==> src/rtl/mux_rr_stream.sv <==
// N-channel stream multiplexer with an internal fixed-priority / round-robin
// arbiter feeding a single registered output stage with valid/ready.
module mux_rr_stream #(
  parameter int WIDTH    = 8,
  parameter int CHANNELS = 4,
  parameter int SEL_W    = 2
) (
  input  logic                      clk,
  input  logic                      rst,
  input  logic [CHANNELS*WIDTH-1:0] in_data,
  input  logic [CHANNELS-1:0]       in_valid,
  output logic [CHANNELS-1:0]       in_ready,
  input  logic                      mode,
  output logic [WIDTH-1:0]          out_data,
  output logic                      out_valid,
  input  logic                      out_ready,
  output logic [SEL_W-1:0]          out_sel
);

  localparam logic [SEL_W:0]   CH_COUNT = (SEL_W+1)'(CHANNELS);
  localparam logic [SEL_W-1:0] LAST_CH  = SEL_W'(CHANNELS-1);

  logic [WIDTH-1:0]    ch_data [CHANNELS];
  logic [WIDTH-1:0]    out_data_reg;
  logic [SEL_W-1:0]    out_sel_reg;
  logic                out_valid_reg;
  logic [SEL_W-1:0]    ptr_reg;
  logic [SEL_W-1:0]    ptr_next;
  logic                load;
  logic                found;
  logic [SEL_W-1:0]    gidx;
  logic [SEL_W-1:0]    base;
  logic [SEL_W:0]      idx;
  logic [CHANNELS-1:0] grant;

  generate
    for (genvar gi = 0; gi < CHANNELS; gi++) begin : g_unpack
      assign ch_data[gi] = in_data[gi*WIDTH +: WIDTH];
    end
  endgenerate

  assign load = !out_valid_reg || out_ready;
  assign base = mode ? ptr_reg : '0;

  // Search starts at base and wraps; the first valid channel found wins.
  always_comb begin
    found = 1'b0;
    gidx  = '0;
    idx   = '0;
    grant = '0;
    if (load && !rst) begin
      for (int k = 0; k < CHANNELS; k++) begin
        idx = {1'b0, base} + (SEL_W+1)'(k);
        if (idx >= CH_COUNT) idx = idx - CH_COUNT;
        if (!found && in_valid[idx[SEL_W-1:0]]) begin
          found = 1'b1;
          gidx  = idx[SEL_W-1:0];
        end
      end
      if (found) grant[gidx] = 1'b1;
    end
  end

  assign ptr_next = (gidx == LAST_CH) ? '0 : gidx + 1'b1;
  assign in_ready = grant;

  always_ff @(posedge clk) begin
    if (rst) begin
      out_valid_reg <= 1'b0;
      out_data_reg  <= '0;
      out_sel_reg   <= '0;
      ptr_reg       <= '0;
    end else if (load) begin
      out_valid_reg <= found;
      if (found) begin
        out_data_reg <= ch_data[gidx];
        out_sel_reg  <= gidx;
        if (mode) ptr_reg <= ptr_next;
      end
    end
  end

  assign out_data  = out_data_reg;
  assign out_sel   = out_sel_reg;
  assign out_valid = out_valid_reg;

endmodule

==> config.mk <==
export PLATFORM = sky130hd
export DESIGN_NAME = mux_rr_stream
export DESIGN_NICKNAME = d
export VERILOG_FILES = /design/src/rtl/mux_rr_stream.sv
export SDC_FILE = /design/constraint.sdc
export NUM_CORES = 1
export LEC_CHECK = 0
export ABC_AREA = 1
export BUFFER_PORTS_ARGS = -buffer_cell sky130_fd_sc_hd__buf_2
export CORE_MARGIN = 1
export CORE_UTILIZATION = 48
export CTS_CLUSTER_DIAMETER = 30
export DETAILED_ROUTE_END_ITERATION = 16
export GPL_TIMING_DRIVEN = 1
export PLACE_DENSITY = 0.92
export SYNTH_ARGS = -nofsm -noshare
export SYNTH_HDL_FRONTEND = slang
export SYNTH_SLANG_ARGS = --single-unit
==> constraint.sdc <==
create_clock -name clk -period 2.2 [get_ports clk]
set_input_delay 0.22 -clock clk [delete_from_list [all_inputs] [get_ports clk]]
set_output_delay 0.22 -clock clk [all_outputs]
set_load 0.01 [all_outputs]
==> results by group <==
Clock network
  – CTS buffer count: 3
  – CTS tree: done
  – CTS root buffer: clkbuf_4
  – Maximum clock path buffer count: 2
  – CTS clk-pin slew, worst paths: 90 ps
  – CTS sink cnt: 13
  – Skew-Pair Late Insertion Delay: 270 ps
  – H-tree levels: 1
  – Hold_buf cts: 0

Power and ir drop
  – Peak supply drop: 359 µV
  – Leak: 1.05 nW
  – PwrDens: 499 nW/µm²

Place
  – Detailed Place HPWL: 2390 µm
  – Port bufs: 54
  – Placed cell area: 1540 µm²
  – RePlAce Congestion: 0.912
  – Place WS: 147 ps

GRT
  – Vias in the first global route: 1,207
  – M3 GR Usage: 1.69%
  – Met2 usage in global routing: 40.7%
  – Antenna violations before repair: 0
  – GRT busiest layer: met2
  – Pin count of the biggest net entering global routing: 18
  – Tot GR Track Use: 22.9%
  – Grt total ovfl: 0
  – Met1 Track Usage GR: 29.6%
  – First-pass GRT wire length: 4950 µm

Floorplan
  – Core area: 2520 µm²
  – Chip Width: 54.0 µm
  – Die area: 2910 µm²
  – Initial Util: 51.4%
  – Row Count: 18
  – Ports: 55
  – Die H: 54.0 µm

Synthesis
  – Synth Area in XOR/XNOR: 0%
  – Synth unique cells: 20
  – Post-synthesis sequential area ratio: 20.1%
  – Post-Synthesis Cells: 230
  – Syn Area/Cell: 5.64 µm²
  – Post-synthesis mux area share: 0%
  – Main area contributors after synthesis: nand2_1 23%, dfxtp_1 20%, nand3_1 15%
  – Post-Syn Area: 1300 µm²
  – #FFs+latches synth: 13
  – Largest family of logic cells by synthesized area: simple AND/OR/NAND/NOR gates
  – Warnings from Yosys: 0
  – Post-synth top area share: 22.9%
  – Syn Nets: 270
  – Synth Area in Compound Gates: 1.93%
  – Leading area contributor after synthesis: nand2_1
  – Synth Area in Simple Gates: 59.5%
  – Post-Synth Adder-Cell Area: 0%

Final layout
  – Share of layout cells above drive strength 1: 32.5%
  – Max reg flops: 8
  – Nets: 333
  – Design area: 1700 µm²
  – Area grow syn2layout: 31.1%
  – Register area: 264 µm²
  – # fillers: 235
  – Multi-input combinational cell area: 833 µm²
  – Ant. Diodes: 0

Timing
  – Slew @ Worst Pin: 362 ps
  – Final Max Slew Viols: 0
  – Post-layout min period: 2140 ps
  – Final Hold Fails: 0
  – Tcrit/Tclk final: 97.1%
  – Relative slew slack: 75.7%
  – Final setup violation count: 0
  – PnR worst setup slack: 64.2 ps
  – Fmax: 468 MHz
  – Clock skew: 3.93 ps

Job
  – MaxCap Viol Count: 0

Worst setup path
  – End of the critical path: in_ready[0]
  – Cells on worst reg2reg path: 15
  – Worst r2r dst: ptr_reg[1]$_SDFFE_PP0P_
  – Critical-path cell list: nand2_2 -> nand2_1 -> nand2_1 -> nand2_1 -> nand2_2 -> nand2_2 -> nor2_4 -> nor2_4 -> clkinv_4 -> nor3_2 -> buf_2
  – CP max stage delay: 400 ps
  – Critical R2R Launch: ptr_reg[1]$_SDFFE_PP0P_
  – Critical path origin: ptr_reg[1]$_SDFFE_PP0P_
  – Worst Setup Start Kind: register
  – Cell with the largest stage delay on the worst path: dfxtp_1
  – R2R setup slack: 100 ps
  – Critical path fanouts, max: 6
  – Kind of critical path: register to output port
  – Critical Path AT: 1920 ps
  – Crit end category: output port
  – Worst path required time: 1980 ps

Hold path
  – HP Class: input port to register
  – Hold path depth: 2

Detailed routing
  – Iter 0 DRT Violations: 46
  – Pre-Repair DR Iteration Count: 4
  – DRC Markers: 0
  – ANT nets after route: 0
  – Total wire length: 3390 µm
  – DR vias: 1,590
  – Vias/cell: 4.94
  – Avg WL per Cell: 10.5 µm

Run status
  – Status: complete, no violations
## cells in the final DEF (no fill, tap or decap), drive strengths merged
| cell type | instances |
|---|---|
| nor3 | 1 |
| clkbuf | 4 |
| clkinv | 1 |
| o21ai | 3 |
| nand2 | 87 |
| dfxtp | 13 |
| buf | 70 |
| nand4 | 3 |
| nand3 | 41 |
| a21oi | 2 |
| nor2 | 26 |
| nand3b | 8 |
| inv | 33 |
## Yosys cell counts
cell type / instances
nand2_1: 79
nand3_1: 39
inv_1: 31
nor2_1: 23
dfxtp_1: 13
nand3b_1: 8
buf_6: 7
nand2_2: 5
buf_4: 4
inv_2: 3
nand2_4: 3
nand4_1: 3
a21oi_1: 2
nand3_2: 2
nor2_2: 2
o21ai_1: 2
clkbuf_1: 1
nor2_4: 1
nor3_1: 1
o21ai_0: 1
## stage by stage
step | util [%] | hold WS, ps | cells | power (mW) | setup TNS [ps]
2_1_floorplan | - | 289 | 230 | 0.553 | 0
3_3_place_gp | 60.9 | 423 | 308 | 0.637 | 0
3_5_place_dp | 60.9 | 431 | 308 | 0.644 | 0
4_1_cts | 62.3 | 144 | 312 | 0.797 | 0
5_1_grt | 67.4 | 144 | 322 | 0.916 | -446
6_report | 67.4 | 144 | 322 | 0.848 | 0
## worst min path at each step
stage	from	end
final	rst	out_sel[1]$_SDFFE_PP0P_
after global routing	rst	out_sel[1]$_SDFFE_PP0P_
after CTS	rst	out_sel[1]$_SDFFE_PP0P_
after detailed placement	rst	out_sel[1]$_SDFFE_PP0P_
after global placement	rst	out_sel[1]$_SDFFE_PP0P_
after floorplan	rst	out_sel[1]$_SDFFE_PP0P_
## critical path, delay by kind of cell, from the launching register on
family	cells	cell delay [ps]
simple gates	9	990
flops	1	400
buf+inv	2	260
## what timing repair did
action                     4_1_cts  5_1_grt
setup buffers                    0       10
pin swaps                        0        3
setup endpoints to repair        4        4
gates resized for setup          2       15
## per-layer routing
metal | share of wire, % | vias up
li1 | - | 834
met3 | 4.4 | 8
met2 | 49 | 54
met5 | 0 | -
met1 | 45 | 694
met4 | 1.7 | 0
## cell families after synthesis
kind of cell           Yosys count
DFF                             13
buffers and inverters           46
and+or+nand+nor                166
AOI/OAI and AO/OA                5
## power breakdown
| part | total (mW) | switching [mW] | internal [mW] |
|---|---|---|---|
| combinational | 0.408 | 0.237 | 0.171 |
| sequential | 0.288 | 0.0190 | 0.269 |
| clock | 0.153 | 0.0825 | 0.0702 |
## layout make-up
cell class	instances	share of cell area, %
Tap cell	30	2.21
Timing Repair Buffer	70	23.9
Clock buffer	4	1.55
Inverter	34	7.81
Sequential cell	13	15.5
Multi-Input combinational cell	171	49.0
(Power assumes the default switching activity.)
